`config.mk`:
```
export PLATFORM = sky130hd
export DESIGN_NAME = sdram_port_arbiter
export DESIGN_NICKNAME = d
export VERILOG_FILES = /design/src/rtl/sdram_port_arbiter.sv
export SDC_FILE = /design/constraint.sdc
export NUM_CORES = 1
export LEC_CHECK = 0
export BUFFER_PORTS_ARGS = -buffer_cell sky130_fd_sc_hd__buf_2
export CAP_MARGIN = 20
export CORE_AREA = 2 2 75 77
export DETAILED_ROUTE_END_ITERATION = 10
export DIE_AREA = 0 0 77 79
export PLACE_DENSITY = 0.75
export SLEW_MARGIN = 40
export SYNTH_ARGS = -nofsm -noshare
export SYNTH_HDL_FRONTEND = slang
export SYNTH_SLANG_ARGS = --single-unit
export TNS_END_PERCENT = 10
```
`constraint.sdc`:
```
create_clock -name clk50 -period 2.2 [get_ports clk50]
set_input_delay 0.33 -clock clk50 [delete_from_list [all_inputs] [get_ports clk50]]
set_output_delay 0.33 -clock clk50 [all_outputs]
set_load 0.03 [all_outputs]
```
`src/rtl/sdram_port_arbiter.sv`:
```
// Shares one SDRAM controller port between the loader (LD, top priority) and two round-robin read streams.
// Optional watchdog under `ARB_WATCHDOG_EN`: a stalled transaction is abandoned after WDOG_CYCLES and re-arbitrated.
module sdram_port_arbiter #(
  parameter int ADDR_W       = 25,
  parameter int DATA_W       = 16,
  parameter int RD_GATE_INIT = 1,
  parameter int WDOG_CYCLES  = 1024
) (
  input  logic              clk50,
  input  logic              reset,
  input  logic              ld_we,
  input  logic [ADDR_W-1:0] ld_address,
  input  logic [DATA_W-1:0] ld_data,
  input  logic              ld_init_done,
  output logic              ld_op_begun,
  input  logic              rd0_req,
  input  logic [ADDR_W-1:0] rd0_addr,
  output logic              rd0_ack,
  output logic              rd0_valid,
  output logic [DATA_W-1:0] rd0_data,
  input  logic              rd1_req,
  input  logic [ADDR_W-1:0] rd1_addr,
  output logic              rd1_ack,
  output logic              rd1_valid,
  output logic [DATA_W-1:0] rd1_data,
  output logic              mem_req,
  output logic              mem_we,
  output logic [ADDR_W-1:0] mem_addr,
  output logic [DATA_W-1:0] mem_wdata,
  input  logic              mem_op_begun,
  input  logic [DATA_W-1:0] mem_rdata,
  input  logic              mem_rdata_valid,
  output logic              arb_timeout
);

  typedef enum logic [1:0] {IDLE, WR_ISSUE, RD_ISSUE, RD_WAIT} state_t;
  typedef enum logic [1:0] {OWN_NONE, OWN_LD, OWN_RD0, OWN_RD1} owner_t;

  state_t state_q, state_d;
  owner_t owner_q, owner_d;
  logic   last_rd_q, last_rd_d;
  logic   rd_en;

  assign rd_en    = (RD_GATE_INIT == 0) || ld_init_done;
  assign rd0_data = mem_rdata;
  assign rd1_data = mem_rdata;

`ifdef ARB_WATCHDOG_EN
  localparam int CW = $clog2(WDOG_CYCLES + 1);
  logic [CW-1:0] wdog_q, wdog_d;
  logic          timeout_q;
  logic          wdog_trip;

  // Counter restarts whenever a new ISSUE/WAIT state is entered.
  assign wdog_d      = (state_q == IDLE || state_d != state_q) ? '0 : wdog_q + 1'b1;
  assign arb_timeout = timeout_q;

  always_ff @(posedge clk50) begin
    if (reset) begin
      wdog_q    <= '0;
      timeout_q <= 1'b0;
    end else begin
      wdog_q    <= wdog_d;
      timeout_q <= timeout_q | wdog_trip;
    end
  end
`else
  logic unused_wdog;
  assign unused_wdog = (WDOG_CYCLES != 0);
  assign arb_timeout = 1'b0;
`endif

  always_ff @(posedge clk50) begin
    if (reset) begin
      state_q   <= IDLE;
      owner_q   <= OWN_NONE;
      last_rd_q <= 1'b1;
    end else begin
      state_q   <= state_d;
      owner_q   <= owner_d;
      last_rd_q <= last_rd_d;
    end
  end

  always_comb begin
    state_d     = state_q;
    owner_d     = owner_q;
    last_rd_d   = last_rd_q;
    mem_req     = 1'b0;
    mem_we      = 1'b0;
    mem_addr    = '0;
    mem_wdata   = '0;
    ld_op_begun = 1'b0;
    rd0_ack     = 1'b0;
    rd1_ack     = 1'b0;
    rd0_valid   = 1'b0;
    rd1_valid   = 1'b0;
    case (state_q)
      IDLE: begin
        if (ld_we) begin
          owner_d = OWN_LD;
          state_d = WR_ISSUE;
        end else if (rd_en && (rd0_req || rd1_req)) begin
          // On a tie the stream that did not win last time gets the grant.
          if (rd0_req && (!rd1_req || last_rd_q)) begin
            owner_d   = OWN_RD0;
            last_rd_d = 1'b0;
          end else begin
            owner_d   = OWN_RD1;
            last_rd_d = 1'b1;
          end
          state_d = RD_ISSUE;
        end
      end
      WR_ISSUE: begin
        mem_req   = 1'b1;
        mem_we    = 1'b1;
        mem_addr  = ld_address;
        mem_wdata = ld_data;
        if (mem_op_begun) begin
          ld_op_begun = 1'b1;
          state_d     = IDLE;
          owner_d     = OWN_NONE;
        end
      end
      RD_ISSUE: begin
        mem_req  = 1'b1;
        mem_addr = (owner_q == OWN_RD1) ? rd1_addr : rd0_addr;
        if (mem_op_begun) begin
          rd0_ack = (owner_q == OWN_RD0);
          rd1_ack = (owner_q == OWN_RD1);
          state_d = RD_WAIT;
        end
      end
      RD_WAIT: begin
        rd0_valid = mem_rdata_valid && (owner_q == OWN_RD0);
        rd1_valid = mem_rdata_valid && (owner_q == OWN_RD1);
        if (mem_rdata_valid) begin
          state_d = IDLE;
          owner_d = OWN_NONE;
        end
      end
    endcase
`ifdef ARB_WATCHDOG_EN
    wdog_trip = 1'b0;
    if (state_q != IDLE && wdog_q == CW'(WDOG_CYCLES - 1) && state_d == state_q) begin
      wdog_trip = 1'b1;
      state_d   = IDLE;
      owner_d   = OWN_NONE;
    end
`endif
  end

endmodule

```
# Yosys cells after proc, flatten, opt, wreduce, memory -nomap -nowiden
# Index checks and enable logic that the tools add are counted.
totals:
  inputBits: 115
  regBits: 5
  output_inout_bits: 81
classes:
  reduce_logical: 13
  n_mux: 24
  n_eq_ne: 9
  n_bitwise: 1
ops:
  columns: ["operator", "count"]
  rows:
  - ["one-hot mux 25 bit (2 select lines)", 1]
  - ["2-to-1 mux 25 bit", 1]
  - ["2-to-1 mux 16 bit", 1]
  - ["2-to-1 mux 2 bit", 7]
  - ["2-to-1 mux 1 bit", 12]
  - ["== test 2 bit, second input constant", 4]
  - ["one-hot mux 2 bit (4 select lines)", 1]
  - ["AND reduction 4 bit", 2]
  - ["!= test 2 bit, second input constant", 3]
  - ["one-hot mux 2 bit (3 select lines)", 1]
  - ["logical AND 1 bit", 4]
  - ["!= test 3 bit, second input constant", 1]
  - ["AND reduction 3 bit", 1]
  - ["nonzero test 3 bit", 1]
  - ["== test 2 x 1 -> 1 bit, second input constant", 1]
  - ["logical NOT 2 bit", 1]
  - ["logical OR 1 bit", 2]
  - ["OR reduction 2 bit", 1]
  - ["logical NOT 1 bit", 1]
  - ["inverter 1 bit", 1]

# Longest topological paths before layout
depth:
  depth_word: 7
  depth_mapped: 7
  mapped_depth_nobuf: 6

# Worst setup path before layout
# OpenSTA, ideal clock, no wires.
synth_path:
  kind: "register -> output"
  startpoint: "register state_q[1]"
  endpoint: "output port mem_addr[10]"
  t_arrival_ns: 1.760
  required_ns: 1.870
  stages_incl_launch_ff: 7
  path_buffers: 2
  setup_slack_ns: 0.110
  path_cell_list: "dfxtp_1 inv_1 ha_1 buf_6 clkbuf_1 a22oi_1 nor2b_1"
synth_between:
  elab_chain_len: 2
  word_cells_on_any_way: 3
  classes_between: "eq/ne (2); mux (1)"
synth_lines:
  columns: ["item", "line", "text"]
  rows:
  - ["start: declaration", "39", "state_t state_q, state_d;"]
  - ["start signal: assignment", "79", "state_q <= state_d;"]
  - ["== test 2 bit / == test 2 x 1 -> 1 bit (equally long branches)", "98", "case (state_q)"]
  - ["one-hot mux 25 bit (2 select lines) *", "98", null]
  - ["end: declaration", "28", "output logic [ADDR_W-1:0] mem_addr,"]
# Every way passes the cells marked *; elsewhere a longest branch is shown, timed or not.

# Worst setup path after layout
layout_path:
  startpoint: "register owner_q[1]"
  endpoint: "output port mem_addr[3]"
layout_between:
  elab_chain_len: 3
layout_lines:
  columns: ["item", "line", "text"]
  rows:
  - ["start: declaration", "40", "owner_t owner_q, owner_d;"]
  - ["start signal: assignment", "80", "owner_q <= owner_d;"]
  - ["== test 2 bit", "128", "mem_addr = (owner_q == OWN_RD1) ? rd1_addr : rd0_addr;"]
  - ["2-to-1 mux 25 bit", "128", null]
  - ["one-hot mux 25 bit (2 select lines)", "98", null]
# Every way passes these cells.

==> results.md <==
* Syn-to-layout area delta at 44.4%
* Syn nets at 303
* Die width at 77 um
* Critical-path maximum fanout at 16
* Final Net Count at around 420
* Worst clock skew at between 2 and 2.5 ps
* R2R Setup Slk at 420 ps
* Register area share after synthesis at 0.0710
* RSZ-0062 raised after global routing: false
* Drt first pass iters at 4
* Largest net degree at the start of global routing at 39
* DP Cell Count at between 300 and 400
* Yosys top cell area share at 0.200
* Cell area power density at 1140 nW/um^2
* Worst-margin pin slew at 553 ps
* Hold Vio Cnt, Final at 0
* DRC violations left at 0
* Hold Crit Class: in2reg
* Critical Path RT at around 1900 ps
* Starting density of the core at 0.264
* Setup crit end kind: primary output
* Number of I/O port buffers at 146
* Critical path startpoint category: flip-flop
* Share of the cycle needed by the critical path after routing at 0.941
* Clock network fraction of total power at 0.072
* Initial antenna violation count at 0
* Commonest non-fill, non-tap cell in the layout: buf_2
* Max H-tree Level at 1
* Max-cap violations at 0
* Total CTS buffers at 3
* Xor/xnor share of the synthesized area at 0
* Synth area leader: mux2_2
* Die ar. at 6080 um^2
* Relative slew slack at 0.632
* Hold_buf cts at 0
* CTS sink count at 5
* Final wirelength at 4.54 mm
* Clock Latency Late Sink at 220 ps
* Fin cells at 367
* Sequential share of power at 0.071
* Total power at 0.00231 W
* Filler Cell Count at 577
* CP max stage cell: mux2_2
* Internal power at 0.00104 W
* Compound-Gate Fraction of Synth Area at 0.166
* Chip Height at 79 um
* Simple logic cell fraction of the synthesized area at 0.270
* Final ANT Viol Nets at 0
* FP Rows at 27
* Io pins at 196
* Via-to-Cell Ratio at 4.42
* Worst path max stage delay at ~340 ps
* Logic pwr share at 0.857
* Largest family of logic cells by synthesized area: simple AND/OR/NAND/NOR gates
* Clock Pin Slew Worst Setup and Hold Paths at 30 ps
* Clock buffer depth at 2
* Sequential Area at 100 um^2
* Share of post-route cells with drive strength above 1 at 0.617
* Post-synthesis mux area share at 0.228
* Status: complete, no violations
* Synthesized instance count at 184
* Via count at 1621
* Drt wl/cell at 12.4 um
* CTS tree: built
* Sw Ratio at 0.549
* HPWL Detailed at 3.80 mm
* Gpl congestion at around 0.8
* Fin crit period at ~2100 ps
* P_sw at 0.00127 W
* All-Layer GR Usage at 0.132
* CP arrival at 1740 ps
* DRT iter0 DRCs at 25
* Root Driver: clkbuf_8
* Total number of yosys warnings at 0
* Synth cell types at 27
* First-pass GRT wire length at between 6 and 7 mm
* Yosys reg bits at 5
* Setup TNS at 0 ps
* Core area at around 5300 um^2
* Multi-input gate area at 992 um^2
* Mapped Avg Cell Area at ~7.7 um^2
* Slew Limit Fails at 0
* Peak Freq at slightly below 500 MHz
* Cell Area, Synth at 1410 um^2
* Gr ovfl total at 0
* Synth top area cells: mux2_2 20%, buf_4 18%, a22oi_1 13%, nor2b_1 12%, and2_1 8.0%
* Static leakage at 1.09 nW
* Antenna cells at 0
* Setup CP Type: reg2out
* CP cell instances: nand2_2 > buf_12 > mux2_2 > a22oi_1 > nor2b_1 > buf_2
* Commonest cells after routing, fill and taps aside: 146 x buf_2, 27 x nor2b_1, 25 x mux2_2, 25 x a22oi_1, 18 x and2_1
* # setup viols final at 0
* Peak VDD IR at between 500 and 600 uV
* Adder and majority gate portion of the synthesized area at 0.0355
* Number of global-route vias before repair at 1524
==> registers in the layout, indices dropped and copies added, names as in the netlist <==
signal / flops
owner_q: 2
state_q: 2
last_rd_q: 1
==> cells in the mapped netlist <==
library cell	count
buf_4	33
mux2_2	25
a222oi_1	1
buf_2	3
dfxtp_1	5
inv_1	4
nand2_2	1
conb_1	1
and2_1	18
nor2_1	7
buf_6	1
or4_1	2
nand2_1	5
a221o_1	1
a21oi_1	1
or2_0	1
ha_1	4
a221oi_1	1
clkbuf_1	6
nor3b_1	1
mux2i_1	4
buf_1	2
nand2b_1	3
nor2b_1	27
o21ai_0	1
a211oi_1	1
a22oi_1	25
==> worst max-delay path, delay by kind of cell, from the launching register on <==
| kind | cells | cell delay (ps) |
|---|---|---|
| simple gates | 2 | 330 |
| mux | 1 | 340 |
| flops | 1 | 320 |
| compound gates | 1 | 160 |
| buf+inv | 2 | 380 |
==> power by group through the flow <==
| stage | combinational [W] | clock [W] | sequential, W |
|---|---|---|---|
| 2_1_floorplan | 0.00156 | 0 | 0.000158 |
| 3_3_place_gp | 0.00198 | 0 | 0.000161 |
| 3_5_place_dp | 0.00200 | 0 | 0.000165 |
| 4_1_cts | 0.00200 | 0.000174 | 0.000164 |
| 5_1_grt | 0.00215 | 0.000182 | 0.000170 |
| 6_report | 0.00198 | 0.000167 | 0.000164 |
==> final cells by class <==
| class | instances | area share |
|---|---|---|
| Tap cell | 72 | 0.0443 |
| Sequential cell | 5 | 0.0492 |
| Timing Repair Buffer | 152 | 0.389 |
| Multi-Input combinational cell | 130 | 0.488 |
| Clock buffer | 4 | 0.0221 |
| Inverter | 4 | 0.00738 |
==> per-stage QoR <==
stage / cell area [um^2] / worst slack (ps) / util / hold slack, ps
2_1_floorplan: 1410 / 110 / - / 402
3_3_place_gp: 1980 / 361 / 0.372 / 474
3_5_place_dp: 1980 / 318 / 0.372 / 477
4_1_cts: 2030 / 87.4 / 0.380 / 348
5_1_grt: 2030 / 14.4 / 0.381 / 373
6_report: 2030 / 130 / 0.381 / 355
==> logic make-up (layout without fill, tap and decap cells) <==
kind of cell | after synthesis | count (layout)
AND/OR/NAND/NOR | 65 | 65
buffers and inverters | 49 | 160
AO/OA/AOI/OAI | 31 | 31
multiplexers | 29 | 29
flip-flops | 5 | 5
adder cells (fa/ha/maj) | 4 | 4
other | 1 | 1
==> metal layers <==
layer | up-vias | wire (um) | GRT usage
met3 | 9 | 340 | 0.0227
met5 | - | 0 | 0
li1 | 822 | - | -
met4 | 0 | 53 | 0.0446
met2 | 83 | 2470 | 0.269
met1 | 707 | 1680 | 0.135
==> final timing paths <==
check / from / end / depth (start not counted)
worst max-delay path: owner_q[1]$_SDFFE_PP0P_ / mem_addr[3] / 6
worst min-delay path: reset / state_q[0]$_SDFFE_PP0P_ / 2
worst max register to register: state_q[0]$_SDFFE_PP0P_ / state_q[1]$_SDFFE_PP0P_ / 6
worst min register to register: last_rd_q$_SDFFE_PP1P_ / last_rd_q$_SDFFE_PP1P_ / 1
==> repair_timing <==
| item | in CTS | in global routing |
|---|---|---|
| gates resized for setup | 0 | 2 |
| setup buffers | 0 | 0 |
| endpoints found under the setup margin | 0 | 22 |
Power figures use the tool's default switching activity.
